$ cat src/rtl/mastermind_game_ctrl_if.sv
// Board-side bundle for the Mastermind controller: start/secret/buttons in,
// board matrix, cursor, score and game-status out.
interface mastermind_game_ctrl_if #(
    parameter int unsigned ROWS = 6,
    parameter int unsigned COLS = 4
);
    logic                       start;
    logic [COLS*3-1:0]          secret;
    logic                       btn_left;
    logic                       btn_right;
    logic                       btn_up;
    logic                       btn_down;
    logic                       btn_center;
    logic [ROWS*COLS*3-1:0]     matrix_flat;
    logic [2:0]                 guess_num;
    logic                       q_Input;
    logic [1:0]                 cursor;
    logic [2:0]                 exact_cnt;
    logic [2:0]                 partial_cnt;
    logic                       fb_valid;
    logic                       win;
    logic                       lose;

    modport master (
        output start, secret, btn_left, btn_right, btn_up, btn_down, btn_center,
        input  matrix_flat, guess_num, q_Input, cursor, exact_cnt, partial_cnt,
               fb_valid, win, lose
    );

    modport slave (
        input  start, secret, btn_left, btn_right, btn_up, btn_down, btn_center,
        output matrix_flat, guess_num, q_Input, cursor, exact_cnt, partial_cnt,
               fb_valid, win, lose
    );
endinterface

$ cat src/rtl/mastermind_game_ctrl.sv
// Mastermind game-state controller: guess entry, six-cycle colour-count scoring
// followed by a one-cycle evaluation, and win/lose tracking.
module mastermind_game_ctrl #(
    parameter int unsigned ROWS = 6,
    parameter int unsigned COLS = 4,
    parameter int unsigned NCOL = 6
) (
    input  logic                   clk,
    input  logic                   rst_n,
    mastermind_game_ctrl_if.slave  bus
);
    localparam int unsigned RowW = COLS * 3;
    localparam int unsigned MatW = ROWS * RowW;

    typedef enum logic [2:0] {
        StIdle, StInput, StCheck, StEval, StDoneWin, StDoneLose
    } state_e;

    state_e            state_q, state_d;
    logic [RowW-1:0]   secret_q, secret_d;
    logic [MatW-1:0]   matrix_q, matrix_d;
    logic [2:0]        guess_num_q, guess_num_d;
    logic [1:0]        cursor_q, cursor_d;
    logic [2:0]        exact_q, exact_d;
    logic [2:0]        partial_q, partial_d;
    logic              fb_valid_q, fb_valid_d;
    logic [2:0]        k_q, k_d;
    logic [2:0]        acc_q, acc_d;

    function automatic logic [2:0] count_col(input logic [RowW-1:0] row, input logic [2:0] col);
        logic [2:0] n;
        n = '0;
        for (int c = 0; c < COLS; c++) begin
            if (row[3*c +: 3] == col) n = n + 3'd1;
        end
        return n;
    endfunction

    logic [RowW-1:0] row_cur, row_d;
    logic [2:0]      slot_cur, gcnt, scnt, exact_now;
    logic            secret_ok, row_full;

    always_comb begin
        row_cur  = matrix_q[guess_num_q*RowW +: RowW];
        slot_cur = row_cur[cursor_q*3 +: 3];
        gcnt     = count_col(row_cur, k_q);
        scnt     = count_col(secret_q, k_q);
        secret_ok = 1'b1;
        row_full  = 1'b1;
        exact_now = '0;
        for (int c = 0; c < COLS; c++) begin
            if (bus.secret[3*c +: 3] == 3'd0 || bus.secret[3*c +: 3] > 3'(NCOL)) secret_ok = 1'b0;
            if (row_cur[3*c +: 3] == 3'd0) row_full = 1'b0;
            if (row_cur[3*c +: 3] == secret_q[3*c +: 3]) exact_now = exact_now + 3'd1;
        end
    end

    always_comb begin
        state_d     = state_q;
        secret_d    = secret_q;
        matrix_d    = matrix_q;
        guess_num_d = guess_num_q;
        cursor_d    = cursor_q;
        exact_d     = exact_q;
        partial_d   = partial_q;
        fb_valid_d  = 1'b0;
        k_d         = k_q;
        acc_d       = acc_q;
        row_d       = row_cur;

        // A valid start overrides everything, including an in-flight score.
        if (bus.start && secret_ok) begin
            state_d     = StInput;
            secret_d    = bus.secret;
            matrix_d    = '0;
            guess_num_d = '0;
            cursor_d    = '0;
            exact_d     = '0;
            partial_d   = '0;
        end else begin
            unique case (state_q)
                StInput: begin
                    if (bus.btn_center) begin
                        if (row_full) begin
                            state_d = StCheck;
                            k_d     = 3'd1;
                            acc_d   = '0;
                        end
                    end else if (bus.btn_up) begin
                        row_d[cursor_q*3 +: 3] = (slot_cur >= 3'(NCOL)) ? 3'd1 : slot_cur + 3'd1;
                    end else if (bus.btn_down) begin
                        row_d[cursor_q*3 +: 3] = (slot_cur <= 3'd1) ? 3'(NCOL) : slot_cur - 3'd1;
                    end else if (bus.btn_left) begin
                        cursor_d = cursor_q - 2'd1;
                    end else if (bus.btn_right) begin
                        cursor_d = cursor_q + 2'd1;
                    end
                    matrix_d[guess_num_q*RowW +: RowW] = row_d;
                end
                StCheck: begin
                    acc_d = acc_q + ((gcnt < scnt) ? gcnt : scnt);
                    if (k_q == 3'(NCOL)) state_d = StEval;
                    else                 k_d     = k_q + 3'd1;
                end
                StEval: begin
                    exact_d    = exact_now;
                    partial_d  = acc_q - exact_now;
                    fb_valid_d = 1'b1;
                    if (exact_now == 3'(COLS)) begin
                        state_d = StDoneWin;
                    end else if (guess_num_q == 3'(ROWS - 1)) begin
                        state_d = StDoneLose;
                    end else begin
                        guess_num_d = guess_num_q + 3'd1;
                        cursor_d    = '0;
                        state_d     = StInput;
                    end
                end
                default: ;
            endcase
        end
    end

    always_ff @(posedge clk or negedge rst_n) begin
        if (!rst_n) begin
            state_q     <= StIdle;
            secret_q    <= '0;
            matrix_q    <= '0;
            guess_num_q <= '0;
            cursor_q    <= '0;
            exact_q     <= '0;
            partial_q   <= '0;
            fb_valid_q  <= 1'b0;
            k_q         <= '0;
            acc_q       <= '0;
        end else begin
            state_q     <= state_d;
            secret_q    <= secret_d;
            matrix_q    <= matrix_d;
            guess_num_q <= guess_num_d;
            cursor_q    <= cursor_d;
            exact_q     <= exact_d;
            partial_q   <= partial_d;
            fb_valid_q  <= fb_valid_d;
            k_q         <= k_d;
            acc_q       <= acc_d;
        end
    end

    assign bus.matrix_flat = matrix_q;
    assign bus.guess_num   = guess_num_q;
    assign bus.q_Input     = (state_q == StInput);
    assign bus.cursor      = cursor_q;
    assign bus.exact_cnt   = exact_q;
    assign bus.partial_cnt = partial_q;
    assign bus.fb_valid    = fb_valid_q;
    assign bus.win         = (state_q == StDoneWin);
    assign bus.lose        = (state_q == StDoneLose);
endmodule

$ cat src/flat_wrapper.sv
// flat-port wrapper written by rule: the top's interface ports become plain ports
module mastermind_game_ctrl_flat 
#(
    parameter int unsigned ROWS = 6,
    parameter int unsigned COLS = 4,
    parameter int unsigned NCOL = 6
)
  (clk, rst_n, bus_start, bus_secret, bus_btn_left, bus_btn_right, bus_btn_up, bus_btn_down, bus_btn_center, bus_matrix_flat, bus_guess_num, bus_q_Input, bus_cursor, bus_exact_cnt, bus_partial_cnt, bus_fb_valid, bus_win, bus_lose);
  mastermind_game_ctrl_if #(.ROWS(ROWS), .COLS(COLS)) bus_i ();
  input  logic clk;
  input  logic rst_n;
  input wire logic [$bits(bus_i.start)-1:0] bus_start;
  input wire logic [$bits(bus_i.secret)-1:0] bus_secret;
  input wire logic [$bits(bus_i.btn_left)-1:0] bus_btn_left;
  input wire logic [$bits(bus_i.btn_right)-1:0] bus_btn_right;
  input wire logic [$bits(bus_i.btn_up)-1:0] bus_btn_up;
  input wire logic [$bits(bus_i.btn_down)-1:0] bus_btn_down;
  input wire logic [$bits(bus_i.btn_center)-1:0] bus_btn_center;
  output wire logic [$bits(bus_i.matrix_flat)-1:0] bus_matrix_flat;
  output wire logic [$bits(bus_i.guess_num)-1:0] bus_guess_num;
  output wire logic [$bits(bus_i.q_Input)-1:0] bus_q_Input;
  output wire logic [$bits(bus_i.cursor)-1:0] bus_cursor;
  output wire logic [$bits(bus_i.exact_cnt)-1:0] bus_exact_cnt;
  output wire logic [$bits(bus_i.partial_cnt)-1:0] bus_partial_cnt;
  output wire logic [$bits(bus_i.fb_valid)-1:0] bus_fb_valid;
  output wire logic [$bits(bus_i.win)-1:0] bus_win;
  output wire logic [$bits(bus_i.lose)-1:0] bus_lose;
  assign bus_i.start = bus_start;
  assign bus_i.secret = bus_secret;
  assign bus_i.btn_left = bus_btn_left;
  assign bus_i.btn_right = bus_btn_right;
  assign bus_i.btn_up = bus_btn_up;
  assign bus_i.btn_down = bus_btn_down;
  assign bus_i.btn_center = bus_btn_center;
  assign bus_matrix_flat = bus_i.matrix_flat;
  assign bus_guess_num = bus_i.guess_num;
  assign bus_q_Input = bus_i.q_Input;
  assign bus_cursor = bus_i.cursor;
  assign bus_exact_cnt = bus_i.exact_cnt;
  assign bus_partial_cnt = bus_i.partial_cnt;
  assign bus_fb_valid = bus_i.fb_valid;
  assign bus_win = bus_i.win;
  assign bus_lose = bus_i.lose;
  mastermind_game_ctrl #(.ROWS(ROWS), .COLS(COLS), .NCOL(NCOL)) u_core (.clk(clk), .rst_n(rst_n), .bus(bus_i));
endmodule
$ cat config.mk
export PLATFORM = sky130hd
export DESIGN_NAME = mastermind_game_ctrl_flat
export DESIGN_NICKNAME = d
export VERILOG_FILES = /design/src/rtl/mastermind_game_ctrl_if.sv /design/src/rtl/mastermind_game_ctrl.sv /design/src/flat_wrapper.sv
export SDC_FILE = /design/constraint.sdc
export NUM_CORES = 1
export LEC_CHECK = 0
export ABC_AREA = 1
export CAP_MARGIN = 20
export CORE_MARGIN = 4
export CORE_UTILIZATION = 25
export DETAILED_ROUTE_END_ITERATION = 10
export PLACE_DENSITY_LB_ADDON = 0.1
export SLEW_MARGIN = 10
export SYNTH_ARGS = -nofsm -noshare
export SYNTH_HDL_FRONTEND = slang
export SYNTH_SLANG_ARGS = --single-unit
$ cat constraint.sdc
create_clock -name clk -period 4.8 [get_ports clk]
set_input_delay 0.96 -clock clk [delete_from_list [all_inputs] [get_ports clk]]
set_output_delay 0.96 -clock clk [all_outputs]
set_load 0.03 [all_outputs]
==> results_dict.tcl, run 1 <==
set metrics [dict create \
    cp-end-kind "flop" \
    final_cells 1900 \
    synthCells 1334 \
    post-dp-hpwl_um 32500 \
    synth.area.mux_share_pct 0.240 \
    drive_gt1_share_pct 10.2 \
    r2r_setup_slack_ns 0.31 \
    slowest_stage "dfrtp_2" \
    cp_max_fo 19 \
    globalRoute.totalOverflow 0 \
    clock_latency_ns 0.37 \
    antenna_found_initial 0 \
    rows 68 \
    grt_pass1_wl_um 60600 \
    fin_crit_sh_pct 93.5 \
    fillCellCount 3844 \
    use_met3_pct 2.68 \
    synthXorXnorAreaFrac_pct 4.63 \
    synth_compound_area_share_pct 11.3 \
    grt_max_degree 46 \
    timing.rr.start "u_core.bus.guess_num[0]" \
    drt_iter0_drc 911 \
    slowest_delay_ns 0.44 \
    h-tree-depth 3 \
    maxCapViolCount 0 \
    dominantRegCellSynth "dfrtp_1" \
    synth_area_per_cell_um2 6.65 \
    synth_top_family_by_area "simple AND/OR/NAND/NOR gates" \
    synth_fa_ha_area_share_pct 4.77 \
    crit_family "adder cells" \
    chipWidth_um 196 \
    mappedNetlistNets 1386 \
    yosys_warnings 0 \
    die_area_um2 38500 \
    status "complete, no violations" \
    cts-root-buf "clkbuf_16" \
    start_kind "flop" \
    holdWs_ns 0.504 \
    cts_tree "built" \
    ios 107 \
    slew_headroom_pct 41.0 \
    hold_path_end "u_core.bus.partial_cnt[1]" \
    synth_cell_types 54 \
    fin_util_pct 31.2 \
    grt_usage_pct 20.7 \
    firstDrtPassIters 5 \
    syn_to_final_growth_pct 22.5 \
    synthTopCellsByArea "dfrtp_1 (30%), nand2_1 (18%), nand3_1 (7.5%)" \
    grt_use_met2_pct 32.4 \
    finalHoldViolCount 0 \
    gp_congestion 0.926 \
    crit_required_ns 5.08 \
    timing.rr.end "u_core.acc_q[2]" \
    max_slew.worst_pin.slew_ns 0.880 \
    slew_viol_final 0 \
    layout_min_cycle_time_ns 4.49 \
    reg2reg_depth 26 \
    drc 0 \
    synth-seq-area-share_pct 29.6 \
    worst-path-buf-inv 4 \
    irDropWorstVdd_mv 0.281 \
    busiest_layer "met2" \
    arrival_ns 4.77 \
    yosysMostFrequentCell "nand2_1" \
    cts.sink_count 105 \
    core_area_um2 34800 \
    fin_nets 1493 \
    antenna_cells 0 \
    hold_buffers 0 \
    post-cts-setup-buffers 0 \
    final_antenna_net_count 0 \
    finalSetupViolations 0 \
    synth_top_area_cell "dfrtp_1" \
    use_met1_pct 30.7 \
    synth.ff_latch_count 105 \
    clk_pin_slew_ns 0.07 \
    first_global_vias 9293 \
    cts_resized 0 \
    leakage_nw 5.18 \
    die_h_um 196 \
    worstHoldStart "u_core.bus.partial_cnt[1]" \
    skew_ns 0.00747 \
    async_flop_share_pct 100 \
    fmax_ghz 0.223 \
    netlist_area_um2 8860 \
    port_buffers 106 \
    crit_type "flop to flop" \
    viasPerCell 4.95 \
    wl_per_cell_um 21.2 \
    synth_edf_count 0 \
    cts_made_buffers 9 \
    p_per_area_nw_per_um2 815 \
    synthSimpleGateAreaFrac_pct 39.0 \
    ctsLongestPathBuffers 2 \
    yosys-top-cells-count "nand2_1 (425), inv_1 (143), nand3_1 (132), dfrtp_1 (105), nor2_1 (69)" \
    dp_cells 1885 \
    synth_top_cell_area_share_pct 29.6 \
    vias 9397 \
    initial_core_util_pct 25.5 \
    wl_um 40300 \
    hold_class "flop to flop" \
    hold_depth 2 \
]
-- area by class of cell --
type | instances | area (um^2) | share of cell area (%)
Tap cell | 455 | 569 | 5.24
Inverter | 158 | 601 | 5.53
Clock buffer | 9 | 225 | 2.07
Clock inverter | 6 | 90.1 | 0.829
Timing Repair Buffer | 151 | 1410 | 13.0
Sequential cell | 105 | 2630 | 24.2
Multi-Input combinational cell | 1016 | 5330 | 49.1
-- kinds of logic (layout without fill, tap and decap cells) --
| kind of cell | count (synthesis) | in the layout |
|---|---|---|
| AOI/OAI and AO/OA | 167 | 167 |
| buffers and inverters | 213 | 324 |
| adders and majority gates | 32 | 32 |
| and+or+nand+nor | 769 | 769 |
| xor gates and xnor gates | 46 | 46 |
| DFF | 105 | 105 |
| muxes | 2 | 2 |
-- per-stage QoR --
step	area [um^2]	setup TNS (ns)	total power [W]	worst slack, ns
2_1_floorplan	8860	0	0.00565	0.448
3_3_place_gp	10500	0	0.00796	0.323
3_5_place_dp	10500	0	0.00793	0.257
4_1_cts	10800	0	0.00879	0.199
5_1_grt	10900	-0.00910	0.00960	-0.00910
6_report	10900	0	0.00885	0.310
-- tightest hold or removal path: cells and delay by family (launching register included) --
family / cells / cell delay (ns)
compound gates: 1 / 0.07
flops: 1 / 0.35
simple gates: 1 / 0.05
-- worst max-delay path by stage --
stage | startpoint | to | slack, ns | cells past startpoint
finish | u_core.bus.guess_num[0] | u_core.acc_q[2] | 0.31 | 26
global route | u_core.bus.guess_num[1] | u_core.acc_q[2] | -0.009 | 27
CTS | u_core.bus.guess_num[1] | u_core.acc_q[2] | 0.20 | 25
detailed placement | u_core.bus.guess_num[1] | u_core.acc_q[2] | 0.26 | 26
global placement | u_core.bus.guess_num[1] | u_core.acc_q[2] | 0.32 | 25
floorplan | u_core.bus.guess_num[2] | u_core.acc_q[2] | 0.45 | 27
-- metal layers --
metal  up-vias  part of all wire [%]  wire length (um)
met2       279                    45             18200
met5         -                     0                 0
met1      4525                    49             19800
met3        30                   4.6              1840
met4         0                   1.3               518
li1       4563                     -                 -
-- state kept, by name (all words and copies together) (netlist names) --
signal and count:
u_core.state_q 3, u_core.bus.fb_valid 1, u_core.bus.guess_num 3, u_core.bus.partial_cnt 3, u_core.secret_q 12, u_core.k_q 3
u_core.bus.cursor 2, u_core.bus.exact_cnt 3, u_core.bus.matrix_flat 72, u_core.acc_q 3
-- power by group --
group | total, W | switching (W) | internal [W]
Sequential | 0.00127 | 0.000205 | 0.00107
Combinational | 0.00675 | 0.00471 | 0.00204
Clock | 0.000827 | 0.000369 | 0.000458
Total | 0.00885 | 0.00528 | 0.00357
-- placed cells by master, fill, tap and decap left out, types with 3 or more instances in the layout --
| cell | synthesis | routed |
|---|---|---|
| nand2_1 | 425 | 425 |
| inv_1 | 143 | 143 |
| nand3_1 | 132 | 132 |
| clkdlybuf4s50_1 | 0 | 105 |
| dfrtp_1 | 105 | 103 |
| nor2_1 | 69 | 68 |
| nand4_1 | 60 | 60 |
| o21ai_0 | 59 | 58 |
| buf_4 | 5 | 44 |
| a21oi_1 | 43 | 42 |
| nand2_2 | 29 | 29 |
| ha_1 | 29 | 29 |
| o21ai_1 | 24 | 25 |
| xnor2_1 | 25 | 24 |
| nor3_1 | 21 | 20 |
| xor2_1 | 20 | 19 |
| nand3_2 | 11 | 11 |
| clkbuf_16 | 0 | 9 |
| o211ai_2 | 8 | 8 |
| o211ai_1 | 7 | 7 |
| inv_2 | 7 | 6 |
| clkinv_1 | 6 | 6 |
| nor2_2 | 5 | 6 |
| nor4_1 | 4 | 4 |
| o21ai_2 | 4 | 4 |
| o31ai_1 | 4 | 4 |
| inv_4 | 2 | 3 |
| nand2_4 | 3 | 3 |
| or2_2 | 3 | 3 |
| a31oi_1 | 3 | 3 |
| fa_1 | 3 | 3 |
Note: power is estimated with default switching activity, not from simulation.
==> run 2: changes to the inputs <==
Settings changed: CORE_MARGIN 4 to 8, PLACE_DENSITY from default to 0.43, PLACE_DENSITY_LB_ADDON 0.1 to default.
==> run 2 against run 1 <==
Non-clock buffer count shrank 2. Die area is 8.3% higher. Largest power group unchanged. Critical path depth did not move. Combinational power decreased by 0.9%. Global-route usage decreased by 1.6 points. Register-to-register slack improved by 0.03 ns.
==> results_dict.tcl, run 2 (synthesis gave the netlist of run 1 again) <==
set metrics [dict create \
    ios 107 \
    h-tree-depth 3 \
    finalSetupViolations 0 \
    drc 0 \
    clock_latency_ns 0.38 \
    fin_nets 1491 \
    crit_required_ns 5.06 \
    final_common_cell "nand2_1" \
    cts_made_buffers 9 \
    wl_per_cell_um 21.2 \
    drive_gt1_share_pct 9.98 \
    crit_path_start "u_core.bus.guess_num[0]" \
    skew_ns 0.0169 \
    hold_buffers 0 \
    cts.sink_count 105 \
    firstDrtPassIters 5 \
    status "complete, no violations" \
    worst-path-buf-inv 4 \
    clkPwrFrac_pct 9.5 \
    syn_to_final_growth_pct 22.4 \
    maxCapViolCount 0 \
    crit_type "flop to flop" \
    layout_min_cycle_time_ns 4.46 \
    antenna_cells 0 \
    reg2reg_depth 26 \
    port_buffers 106 \
    cts_tree "built" \
    drt_iter0_drc 813 \
    first_global_vias 9449 \
    slowest_delay_ns 0.45 \
    max_slew.worst_pin.slew_ns 0.814 \
    hold_class "flop to flop" \
    final_cell_mix "nand2_1 (425), inv_1 (143), nand3_1 (132)" \
    fin_crit_sh_pct 92.9 \
    timing.rr.end "u_core.acc_q[2]" \
    grt_usage_pct 19.1 \
    irDropWorstVdd_mv 0.260 \
    combinationalPowerShare_pct 76.0 \
    final_antenna_net_count 0 \
    core_area_um2 35200 \
    slew_viol_final 0 \
    viasPerCell 4.99 \
    finalHoldViolCount 0 \
    post-dp-hpwl_um 32400 \
    start_kind "flop" \
    switchingPower_w 0.00525 \
    vias 9506 \
    largest_register_ffs 72 \
    cp_max_fo 9 \
    initial_core_util_pct 25.2 \
    leakage_nw 5.17 \
    swShare_pct 59.6 \
    internal_power_w 0.00355 \
    antenna_found_initial 0 \
    die_h_um 204 \
    grt_max_degree 46 \
    die_area_um2 41700 \
    wl_um 40400 \
    ctsLongestPathBuffers 2 \
    gp_congestion 0.968 \
    grt_pass1_wl_um 59900 \
    crit_end "u_core.acc_q[2]" \
    pwr-share-seq_pct 14.5 \
    rsz0062_at_grt "no" \
    slew_headroom_pct 45.5 \
    r2r_setup_slack_ns 0.34 \
    clk_pin_slew_ns 0.08 \
    arrival_ns 4.71 \
    slowest_stage "dfrtp_2" \
    timing.rr.start "u_core.bus.guess_num[0]" \
    dp_cells 1888 \
    globalRoute.totalOverflow 0 \
    chipWidth_um 204 \
    p_per_area_nw_per_um2 811 \
    fmax_ghz 0.224 \
    cts-root-buf "clkbuf_16" \
    fin_tns_setup_ns 0 \
    crit_family "adder cells" \
    cp-end-kind "flop" \
    worst-path-stages 26 \
    rows 69 \
    final_cells 1904 \
]
## run 2: cell count changes in the layout (fill, tap and decap cells not counted), sizes merged
cell,before,now
clkinvlp,1,0
clkbuf,9,10
buf,46,44
## run 2: cell type report
cell class              count  area, um^2
well taps                 461         577
repair buffers            149        1400
fillers                  3936       24400
clock inverters             5        86.3
clock buffers              10         229
multi-input cells        1016        5330
inverters                 158         601
flip-flops and latches    105        2630
## run 2: how the worst min path moves through the flow
stage	slack, ns	depth (start not counted)	start	end
after floorplan	0.51	2	u_core.secret_q[10]	u_core.secret_q[10]
after global placement	0.49	2	u_core.bus.partial_cnt[0]	u_core.bus.partial_cnt[0]
after detailed placement	0.48	2	u_core.bus.exact_cnt[0]	u_core.bus.exact_cnt[0]
after CTS	0.50	2	u_core.bus.exact_cnt[0]	u_core.bus.exact_cnt[0]
after global routing	0.52	2	u_core.bus.exact_cnt[0]	u_core.bus.exact_cnt[0]
final	0.50	2	u_core.bus.exact_cnt[0]	u_core.bus.exact_cnt[0]
## run 2: metrics by stage
step | utilization, % | total power, W | cell area, um^2 | hold slack [ns] | worst slack, ns
after CTS | 30.7 | 0.00872 | 10800 | 0.500 | 0.152
after global placement | 29.8 | 0.00787 | 10500 | 0.488 | 0.345
after global routing | 30.8 | 0.00948 | 10900 | 0.519 | 0.0229
after floorplan | - | 0.00565 | 8860 | 0.510 | 0.448
after detailed placement | 29.8 | 0.00785 | 10500 | 0.481 | 0.197
final | 30.8 | 0.00880 | 10900 | 0.495 | 0.341
## run 2: power groups by stage
stage	combinational, W	sequential (W)	clock [W]
2_1_floorplan	0.00418	0.00146	0
3_3_place_gp	0.00657	0.00131	0
3_5_place_dp	0.00655	0.00130	0
4_1_cts	0.00658	0.00129	0.000858
5_1_grt	0.00729	0.00130	0.000885
6_report	0.00669	0.00128	0.000834
## run 2: routing by layer
layer,GRT usage (%),share of wire (%)
met5,0,0
met4,8.13,3.5
met3,2.92,5.7
met2,29.5,44
met1,26.2,46
## run 2: worst min-delay path: stages, from the launching register on
cell     delay [ns]
dfrtp_1        0.35
nand2_1        0.05
o21ai_0        0.06
## run 2: timing repair
| item | CTS | global route |
|---|---|---|
| resized for setup | 0 | 7 |
| setup endpoints to repair | 0 | 2 |
| setup buffers | 0 | 1 |
==> run 3: changes to the inputs <==
==> constraint.sdc (replaced) <==
create_clock -name clk -period 4.8 [get_ports clk]
set_input_delay 0.96 -clock clk [delete_from_list [all_inputs] [get_ports clk]]
set_output_delay 0.96 -clock clk [all_outputs]
set_load 0.01 [all_outputs]
==> results of run 3 <==
The final DEF is identical to that of run 2. Status: complete, no violations.
Main changes from that run: total power 0.00880 W -> 0.00860 W
